File: config.mk
export PLATFORM = sky130hd
export DESIGN_NAME = pipe_mux_n
export DESIGN_NICKNAME = d
export VERILOG_FILES = /design/src/rtl/pipe_mux_n_pkg.sv /design/src/rtl/mux_n_sel.sv /design/src/rtl/pipe_mux_n.sv
export SDC_FILE = /design/constraint.sdc
export NUM_CORES = 1
export LEC_CHECK = 0
export BUFFER_PORTS_ARGS = -buffer_cell sky130_fd_sc_hd__buf_4
export CAP_MARGIN = 15
export CORE_ASPECT_RATIO = 1.25
export CORE_UTILIZATION = 51
export CTS_CLUSTER_SIZE = 16
export DETAILED_ROUTE_END_ITERATION = 12
export PLACE_DENSITY_LB_ADDON = 0.12
export SKIP_LAST_GASP = 1
export SLEW_MARGIN = 20
export SYNTH_ARGS = -nofsm -noshare
export SYNTH_HDL_FRONTEND = slang
export SYNTH_SLANG_ARGS = --single-unit
File: constraint.sdc
create_clock -name clk -period 4.97 [get_ports clk]
set_input_delay 0.994 -clock clk [delete_from_list [all_inputs] [get_ports clk]]
set_output_delay 0.994 -clock clk [all_outputs]
set_load 0.01 [all_outputs]
File: src/rtl/pipe_mux_n_pkg.sv
// Shared definitions for the pipelined N-way selector family.
//   - ST_EMPTY / ST_ONE / ST_FULL : occupancy encoding of the 2-entry skid buffer
//   - clog2_min1()               : select-width helper, never returns less than 1
package mux_pkg;

    localparam logic [1:0] ST_EMPTY = 2'd0;
    localparam logic [1:0] ST_ONE   = 2'd1;
    localparam logic [1:0] ST_FULL  = 2'd2;

    // A 1-input or 2-input selector still needs a 1-bit select port.
    function automatic int clog2_min1(input int n);
        if (n <= 32'sd2) begin
            return 32'sd1;
        end else begin
            return $clog2(n);
        end
    endfunction

endpackage

File: src/rtl/mux_n_sel.sv
// Combinational N-way WIDTH-bit selector with out-of-range detection.
// Ports:
//   sel  [SEL_W-1:0]        : input index
//   din  [NUM_IN*WIDTH-1:0] : flattened inputs, input k at din[k*WIDTH +: WIDTH]
//   data [WIDTH-1:0]        : selected word, zero when sel is out of range
//   err                     : sel >= NUM_IN
module mux_n_sel
    import mux_pkg::*;
#(
    parameter int WIDTH  = 32,
    parameter int NUM_IN = 4,
    localparam int SEL_W = clog2_min1(NUM_IN)
) (
    input  logic [SEL_W-1:0]        sel,
    input  logic [NUM_IN*WIDTH-1:0] din,
    output logic [WIDTH-1:0]        data,
    output logic                    err
);

    // One extra bit so NUM_IN == 2**SEL_W is representable.
    localparam logic [SEL_W:0] NUM_IN_L = (SEL_W + 1)'(NUM_IN);

    // AND-OR selection: an out-of-range index matches no slice, so data
    // falls out as zero without a separate clearing path.
    always_comb begin
        data = '0;
        err  = ({1'b0, sel} >= NUM_IN_L);
        for (int k = 0; k < NUM_IN; k++) begin
            data = data | (din[k*WIDTH +: WIDTH] & {WIDTH{sel == SEL_W'(k)}});
        end
    end

endmodule

File: src/rtl/pipe_mux_n.sv
// N-way WIDTH-bit selector feeding a 2-entry registered skid buffer.
// Ports:
//   clk, reset       : rising-edge clock, synchronous active-high reset
//   sel, din         : select and flattened inputs, sampled on accept
//   in_valid/in_ready: upstream handshake (in_ready straight from a flop)
//   flush            : drop every buffered entry, beats a same-cycle accept
//   dout, out_err    : head entry data / out-of-range flag
//   out_valid/out_ready : downstream handshake
module pipe_mux_n
    import mux_pkg::*;
#(
    parameter int WIDTH  = 32,
    parameter int NUM_IN = 4,
    localparam int SEL_W = clog2_min1(NUM_IN)
) (
    input  logic                    clk,
    input  logic                    reset,
    input  logic [SEL_W-1:0]        sel,
    input  logic [NUM_IN*WIDTH-1:0] din,
    input  logic                    in_valid,
    output logic                    in_ready,
    input  logic                    flush,
    output logic [WIDTH-1:0]        dout,
    output logic                    out_err,
    output logic                    out_valid,
    input  logic                    out_ready
);

    // Entry layout: {err, data}.
    logic [WIDTH-1:0] sel_data_s;
    logic             sel_err_s;
    logic [WIDTH:0]   entry_s;

    logic [1:0]       state_r;
    logic [1:0]       state_nxt_s;
    logic [WIDTH:0]   head_r;
    logic [WIDTH:0]   head_nxt_s;
    logic [WIDTH:0]   skid_r;
    logic [WIDTH:0]   skid_nxt_s;
    logic             in_ready_r;
    logic             out_valid_r;
    logic             accept_s;
    logic             pop_s;

    mux_n_sel #(
        .WIDTH  (WIDTH),
        .NUM_IN (NUM_IN)
    ) u_sel (
        .sel  (sel),
        .din  (din),
        .data (sel_data_s),
        .err  (sel_err_s)
    );

    assign entry_s  = {sel_err_s, sel_data_s};
    assign accept_s = in_valid & in_ready_r;
    assign pop_s    = out_valid_r & out_ready;

    // Next-state and next-entry logic of the skid buffer.
    always_comb begin
        state_nxt_s = state_r;
        head_nxt_s  = head_r;
        skid_nxt_s  = skid_r;
        case (state_r)
            ST_EMPTY: begin
                if (accept_s) begin
                    head_nxt_s  = entry_s;
                    state_nxt_s = ST_ONE;
                end else begin
                    state_nxt_s = ST_EMPTY;
                end
            end
            ST_ONE: begin
                if (accept_s && pop_s) begin
                    head_nxt_s  = entry_s;
                    state_nxt_s = ST_ONE;
                end else if (accept_s) begin
                    skid_nxt_s  = entry_s;
                    state_nxt_s = ST_FULL;
                end else if (pop_s) begin
                    state_nxt_s = ST_EMPTY;
                end else begin
                    state_nxt_s = ST_ONE;
                end
            end
            ST_FULL: begin
                // in_ready is low here, so only a pop can move the buffer.
                if (pop_s) begin
                    head_nxt_s  = skid_r;
                    state_nxt_s = ST_ONE;
                end else begin
                    state_nxt_s = ST_FULL;
                end
            end
            default: begin
                state_nxt_s = ST_EMPTY;
            end
        endcase
        // Flush empties the buffer; stored data is left as is since it is
        // only observable together with out_valid.
        if (flush) begin
            state_nxt_s = ST_EMPTY;
            head_nxt_s  = head_r;
            skid_nxt_s  = skid_r;
        end else begin
            state_nxt_s = state_nxt_s;
        end
    end

    // State, entry storage and registered handshake flags.
    always_ff @(posedge clk) begin
        if (reset) begin
            state_r     <= ST_EMPTY;
            head_r      <= '0;
            skid_r      <= '0;
            in_ready_r  <= 1'b1;
            out_valid_r <= 1'b0;
        end else begin
            state_r     <= state_nxt_s;
            head_r      <= head_nxt_s;
            skid_r      <= skid_nxt_s;
            in_ready_r  <= (state_nxt_s != ST_FULL);
            out_valid_r <= (state_nxt_s != ST_EMPTY);
        end
    end

    assign in_ready  = in_ready_r;
    assign out_valid = out_valid_r;
    assign dout      = head_r[WIDTH-1:0];
    assign out_err   = head_r[WIDTH];

endmodule

Yosys cells after proc, flatten, opt, wreduce, memory -nomap -nowiden
Cells that the tools add are included.

word-level totals
  bits of input ports = 135
  logic and storage cells = 43
  register bits after elaboration = 69
  output and inout bits = 35

operators by class
  muxes and demuxes = 11
  eq/ne operators = 9
  bitwise logic cells = 11
  reductions and logical operators = 7

operators with widths
  cell                                                                    count
  32-bit bitwise AND                                                      4
  33-bit two-way mux                                                      3
  33-bit one-hot mux with 3 select lines                                  1
  32-bit OR                                                               3
  2-bit two-way mux                                                       4
  2-bit != test (second input constant)                                   4
  2-bit equality test (second input constant)                             3
  2-bit one-hot mux with 3 select lines                                   1
  5-bit AND reduction                                                     1
  2-bit by 1-bit equality test with 1-bit output (second input constant)  2
  2-bit logical NOT                                                       2
  4-bit AND reduction                                                     1
  3-bit nonzero test                                                      1
  1-bit bitwise AND                                                       2
  1-bit two-way mux                                                       2
  1-bit inverter                                                          2
  2-bit nonzero test                                                      1
  1-bit logical AND                                                       1

Depth between registers and ports, before layout
Gate-level depths: netlist of run 1.

  depth in word-level cells = 7
  gate-level depth with buffers = 6
  mapped depth without buffers = 4

Cells and area by module
Synthesis of run 1 repeated with hierarchy kept, for this count alone.

unflattened totals
  cell total of the unflattened synthesis = 410
  area total of the unflattened synthesis = 4347.9 um^2

modules (own cells, without submodules)
  module      sequential area each (um^2)  cells an instance  times used  area an instance (um^2)
  pipe_mux_n  1401.3                       368                1           3518.4
  mux_n_sel   0.0                          42                 1           829.5

Worst setup path after synthesis of run 1
No wires, ideal clock.

  path type = input port to flip-flop
  start point = input sel[0]
  end point = register head_r[0]
  setup time = 0.152 ns
  arrival time = 2.090 ns
  path buffers = 2
  slack = 2.728 ns
  stages = 5
  data required time = 4.818 ns
  cell sequence = buf_4 buf_4 mux4_2 mux2i_1 a221oi_2

on the way
  longest elaborated chain between the ends = 7
  elaborated cells between the ends (all ways) = 14
  classes of those cells = eq/ne (3); mux (3); bitwise (7); reduce/logical (1)

ends and longest elaborated chain
  what                                                                                        line                                text
  start, declared                                                                             pipe_mux_n.sv:18                    input logic [SEL_W-1:0] sel,
  2-bit by 1-bit equality test with 1-bit output / 2-bit logical NOT (equally long branches)  mux_n_sel.sv:29                     data = data | (din[k*WIDTH +: WIDTH] & {WIDTH{sel == SEL_W'(k)}});
  32-bit bitwise AND                                                                          mux_n_sel.sv:29
  32-bit OR (2 in series)                                                                     mux_n_sel.sv:29
  32-bit OR (*)                                                                               mux_n_sel.sv:29
  33-bit two-way mux (on tied branches)                                                       pipe_mux_n.sv:74, pipe_mux_n.sv:66
  33-bit one-hot mux with 3 select lines (*)                                                  pipe_mux_n.sv:64                    case (state_r)
  end signal, assigned                                                                        pipe_mux_n.sv:120                   head_r <= head_nxt_s;
  end, declared                                                                               pipe_mux_n.sv:36                    logic [WIDTH:0] head_r;

Mark *: on every way between the ends. The rest lies on a longest branch, timed or not. The select of a mux whose other input is x is not followed.
A chain may end at the register's enable or synchronous reset.

Worst setup path after layout of run 1
  start point = input in_valid
  end point = register skid_r[2]

on the way
  longest elaborated chain between the ends = 4

ends and longest elaborated chain
  what                               line               text
  start, declared                    pipe_mux_n.sv:20   input logic in_valid,
  1-bit bitwise AND (*)              pipe_mux_n.sv:56   assign accept_s = in_valid & in_ready_r;
  1-bit logical AND                  pipe_mux_n.sv:74   if (accept_s && pop_s) begin
  1-bit inverter (no line)           n/a
  4-bit AND reduction (no line) (*)  n/a
  end signal, assigned               pipe_mux_n.sv:121  skid_r <= skid_nxt_s;
  end, declared                      pipe_mux_n.sv:38   logic [WIDTH:0] skid_r;

Mark *: on every way between the ends. The rest lies on a longest branch, timed or not.

==> impl_metrics.csv, run 1 <==
group,metric,value,unit
sta,clock_skew,0.0105,ns
power,p_leak,2.44,nW
power,internal_power,1.04,mW
critical_path,path_buf_inv,2,
floorplanning,io-pin-count,170,
routing,first_pass_iters,4,
power,pwr-share-clk,0.362,
routing,wl,9860,µm
critical_path,crit_path_start_kind,"primary input",
cells_and_area,drive_above_1_share,0.541,
power,p_total,1.41,mW
critical_path,crit_required,5.24,ns
cells_and_area,area_growth,38.3,%
cts,cts.reportedPaths.clkPinSlew,0.08,ns
cells_and_area,final_common_cell,"buf_4",
global_routing,grt_overflow,0,
sta,slew_headroom,0.381,
sta,rsz0062_at_grt,"false",
cells_and_area,n_antenna_cell,0,
critical_path,path_cells,"buf_4, nand2_1, nor3b_1, nand3_1, buf_4, o2bb2ai_1",
sta,timing.hold.ws,0.468,ns
critical_path,critPathCaptureType,"register",
sta,setup_tns,0,ns
floorplanning,row_count,34,
synth,synth.distinct_cells,28,
cts,cts_tree,"built",
routing,vias_per_cell,5.78,
synth,yosysSeqAreaShare,0.362,
status,status,"completed",
floorplanning,fp.dieH,98.1,µm
cts,cts_sinks,68,
cts,cts_setup_buffers,0,
global_routing,track_usage,0.265,
floorplanning,die_w,78.9,µm
synth,synth-edff-count,0,
power,max-vdd-ir-drop,0.000166,V
placement,placed_area,0.00498,mm²
placement,dp_hpwl,6880,µm
synth,yosys_register_bits,68,
cells_and_area,nFillCells,531,
critical_path,path_delay_family,"simple AND/OR/NAND/NOR gates",
cts,clk_path_buf_depth,2,
floorplanning,die_area,0.00773,mm²
cts,clk_latency,0.34,ns
synth,syn_area_per_cell,11.9,µm²
sta,fmax,376,MHz
routing,ant_nets,0,
critical_path,path_max_fanout,18,
critical_path,crit_type,"in2reg",
synth,ys.flop_type,"dfxtp_1",
critical_path,arrival,2.93,ns
cts,clockRootBuffer,"clkbuf_8",
cells_and_area,mostFrequentLayoutCells,"170 x buf_4, 68 x dfxtp_1, 34 x nor2_1",
floorplanning,core_area,0.00706,mm²
cts,cts.repair.resized,0,
placement,io_buffers,168,
global_routing,grt_pass1_wl,15800,µm
cells_and_area,final_nets,601,
power,power_frac_comb,0.223,
power,pwr_density_cell,271,mW/mm²
cells_and_area,design_area,0.00521,mm²
sta,setup_violations,0,
placement,placed_cells,545,
synth,asyncSetResetFlopFracSynth,0,
synth,netlist_area,0.00376,mm²
sta,tightest_slew,0.926,ns
power,switching_share,0.260,
placement,place_congestion,0.765,
cts,cts_hold_buf,0,
global_routing,grt_max_degree,35,
power,p_seq_frac,0.415,
power,power.switching,0.367,mW
critical_path,critPathMostFrequentCell,"buf_4",
floorplanning,start_util,0.533,
routing,via_count,3244,
flow_run,drv_cap,0,
critical_path,cp_slowest_cell,"nand3_1",
sta,hold_viol,0,
sta,fin_crit,2.66,ns
routing,wl_per_cell,17.6,µm
critical_path,slowest_delay,0.57,ns
cells_and_area,instances_no_fill,561,
synth,synthCells,316,
cts,cts_made_buffers,9,
global_routing,antenna_found_initial,0,
routing,drc,0,
routing,drt_iter0_markers,128,
hold_path,min_path_type,"reg2reg",
sta,min_period_over_period,0.535,
cts,htreeDepth,3,
sta,drv_slew,0,
synth,synth.net_count,451,
synth,synth_warnings,0,
global_routing,grt_pass1_vias,3485,
==> metal layers <==
metal / global-route usage / up-vias / share of wire
met5: 0 / - / 0
met4: 0.116 / 0 / 0.014
met3: 0.0551 / 11 / 0.066
met2: 0.479 / 133 / 0.54
met1: 0.295 / 1595 / 0.38
li1: - / 1505 / -
==> power groups by stage <==
stage	Clock (mW)	Combinational [mW]	Sequential, mW
final	0.511	0.314	0.586
after global routing	0.539	0.338	0.589
after CTS	0.516	0.317	0.586
after detailed placement	0	0.317	0.598
after global placement	0	0.307	0.597
after floorplan	0	0.171	0.606
==> path summary, 6_finish.rpt <==
check | to | slack (ns) | startpoint | cells past startpoint
setup / recovery | skid_r[2]$_SDFFE_PP0P_ | 2.31 | in_valid | 6
hold / removal | skid_r[6]$_SDFFE_PP0P_ | 0.47 | skid_r[6]$_SDFFE_PP0P_ | 1
setup reg to reg | head_r[30]$_SDFFE_PP0P_ | 2.64 | state_r[1]$_SDFF_PP0_ | 4
hold reg to reg | skid_r[6]$_SDFFE_PP0P_ | 0.47 | skid_r[6]$_SDFFE_PP0P_ | 1
==> cell type report <==
cell class | count | area, µm² | share of cell area
Sequential cell | 68 | 1360 | 0.261
Multi-Input combinational cell | 184 | 2110 | 0.405
Inverter | 33 | 124 | 0.0238
Timing Repair Buffer | 170 | 1280 | 0.245
Clock buffer | 10 | 138 | 0.0264
Tap cell | 90 | 113 | 0.0216
Clock inverter | 6 | 87.6 | 0.0168
==> cell usage after synthesis, types with 2 or more instances <==
cell type   n  share of area
dfxtp_1    68           0.36
nor2_1     34          0.034
inv_1      33          0.033
mux2i_1    32          0.085
mux4_2     32           0.19
o2bb2ai_1  32          0.074
a221oi_2   30           0.12
buf_2      12          0.016
buf_4      10          0.020
clkbuf_1    5         0.0050
a21oi_1     4         0.0053
buf_6       3         0.0090
nand2_1     3         0.0030
a221oi_1    2         0.0047
nand3_1     2         0.0027
o21a_1      2         0.0040
==> per-stage QoR <==
stage               utilization  setup slack, ns
finish                    0.737             2.31
global route              0.737             2.10
CTS                       0.737             2.27
detailed placement        0.705             1.94
global placement          0.705             2.11
floorplan                     -             2.73
==> worst reg2reg max path, stage by stage (launching register included) <==
cell	delay, ns
dfxtp_1	0.54
nand2b_4	0.43
o22ai_4	0.38
o21ba_4	0.60
a221oi_1	0.21
==> registers in the layout (all words and copies together), names as in the netlist <==
| name | flops |
|---|---|
| out_valid | 1 |
| in_ready | 1 |
| head_r | 32 |
| skid_r | 32 |
| state_r | 2 |
==> logic make-up after synthesis <==
family | count (synthesis) | synth area share
other cells | 1 | 0.000996
buf+inv | 64 | 0.0837
simple gates | 46 | 0.0575
mux | 64 | 0.277
flops | 68 | 0.362
compound gates | 73 | 0.220
Power figures use the tool's default switching activity.
==> inputs of run 2 (changes only) <==
- CORE_UTILIZATION: 51 -> 43
- clock period: 4.97 -> 2.2 ns (I/O delays scaled with it)
==> impl_metrics.csv, run 2 (synthesized netlist as in run 1, its figures left out) <==
group,metric,value,unit
routing,wl_met3,589,µm
routing,wl,9530,µm
critical_path,critPathCaptureType,"register",
routing,wl_per_cell,16.0,µm
cells_and_area,final_common_cell,"buf_4",
floorplanning,core_area,0.00838,mm²
cts,cts.repair.resized,0,
global_routing,grt_pass1_wl,15500,µm
floorplanning,die_area,0.00914,mm²
sta,clock_skew,0.00978,ns
routing,wl_met2,4950,µm
critical_path,crit_type,"reg2reg",
sta,drv_slew,0,
power,max-vdd-ir-drop,0.000374,V
power,pwr_density_cell,584,mW/mm²
cts,cts_hold_buf,0,
placement,place_congestion,0.775,
sta,fmax,542,MHz
power,p_leak,2.46,nW
critical_path,arrival,2.02,ns
hold_path,min_path_cells,2,
sta,hold_viol,0,
cts,cts_made_buffers,9,
cts,cts_sinks,68,
status,status,"completed",
critical_path,path_max_fanout,32,
routing,ant_nets,0,
cts,clockRootBuffer,"clkbuf_8",
floorplanning,io-pin-count,170,
routing,top_layer_used,"met4",
routing,drt_iter0_markers,84,
cts,cts_setup_buffers,0,
global_routing,grt_pass1_vias,3418,
cells_and_area,drive_above_1_share,0.543,
sta,tightest_slew,0.632,ns
flow_run,drv_cap,0,
global_routing,grt_max_degree,33,
floorplanning,fp.dieH,107,µm
cts,cts_tree,"built",
critical_path,crit_path_start_kind,"register",
global_routing,grt_overflow,0,
cells_and_area,reg_top3,"head_r: 32 flops, skid_r: 32 flops, state_r: 2 flops",
cts,htreeDepth,3,
cells_and_area,final_nets,607,
routing,vias_per_cell,5.40,
routing,drc,0,
global_routing,track_usage,0.217,
sta,fin_crit,1.84,ns
power,p_total,3.08,mW
floorplanning,row_count,37,
cts,cts.reportedPaths.clkPinSlew,0.07,ns
routing,via_count,3207,
cells_and_area,area_growth,40.3,%
cts,clk_path_buf_depth,2,
cells_and_area,n_antenna_cell,0,
cts,clk_latency,0.34,ns
hold_path,min_path_type,"in2reg",
global_routing,antenna_found_initial,0,
sta,rsz0062_at_grt,"false",
floorplanning,die_w,85.7,µm
critical_path,crit_required,2.38,ns
floorplanning,start_util,0.449,
sta,min_period_over_period,0.838,
routing,wl_met1,3820,µm
placement,dp_hpwl,6650,µm
routing,first_pass_iters,4,
cells_and_area,mostFrequentLayoutCells,"174 x buf_4, 68 x dfxtp_1, 34 x nor2_1",
sta,timing.hold.ws,0.446,ns
critical_path,rr_worst_depth,4,
placement,io_buffers,168,
sta,setup_violations,0,
sta,setup_tns,0,ns
sta,slew_headroom,0.579,
run 2: cell types whose count changed in the layout (fill, tap and decap cells not counted), moves of 2 or more:
| cell | delta |
|---|---|
| buf_12 | +2 |
| buf_4 | +4 |
| clkbuf_1 | +2 |
| clkinv_2 | -2 |
| clkinv_4 | -2 |
| clkinvlp_4 | +2 |
run 2: metal layers:
metal / track usage / vias up
li1: - / 1513
met3: 0.0416 / 12
met1: 0.233 / 1561
met5: 0 / -
met2: 0.415 / 121
met4: 0.0774 / 0
run 2: power breakdown:
group          switching [mW]  internal (mW)  total [mW]
sequential             0.0347           1.29        1.32
clock                   0.456          0.587        1.04
combinational           0.306          0.411       0.717
run 2: worst max-delay path, stage by stage, from the launching register on:
cell and delay [ns]:
dfxtp_1 0.40, or2_2 0.33, o22ai_4 0.19, o21ba_4 0.58, a221oi_1 0.18
run 2: layout make-up:
cell class | instances | area [µm²]
clock buffers | 13 | 159
flip-flops and latches | 68 | 1360
inverters | 33 | 124
well taps | 117 | 146
fillers | 693 | 3100
clock inverters | 3 | 45.0
repair buffers | 176 | 1350
multi-input cells | 184 | 2100
run 2: final timing paths:
| check | startpoint | to | slack, ns |
|---|---|---|---|
| max | state_r[1]$_SDFF_PP0_ | head_r[29]$_SDFFE_PP0P_ | 0.36 |
| min | reset | head_r[1]$_SDFFE_PP0P_ | 0.45 |
| max reg2reg | state_r[1]$_SDFF_PP0_ | head_r[29]$_SDFFE_PP0P_ | 0.36 |
| min reg2reg | skid_r[0]$_SDFFE_PP0P_ | skid_r[0]$_SDFFE_PP0P_ | 0.46 |
run 2: stage by stage:
step,setup slack (ns),instance area (µm²),utilization,cells
finish,0.356,5280,0.631,594
global route,0.227,5280,0.631,594
CTS,0.339,5280,0.631,594
detailed placement,0.237,5080,0.606,578
global placement,0.278,5080,0.606,578
floorplan,0.512,3760,-,316
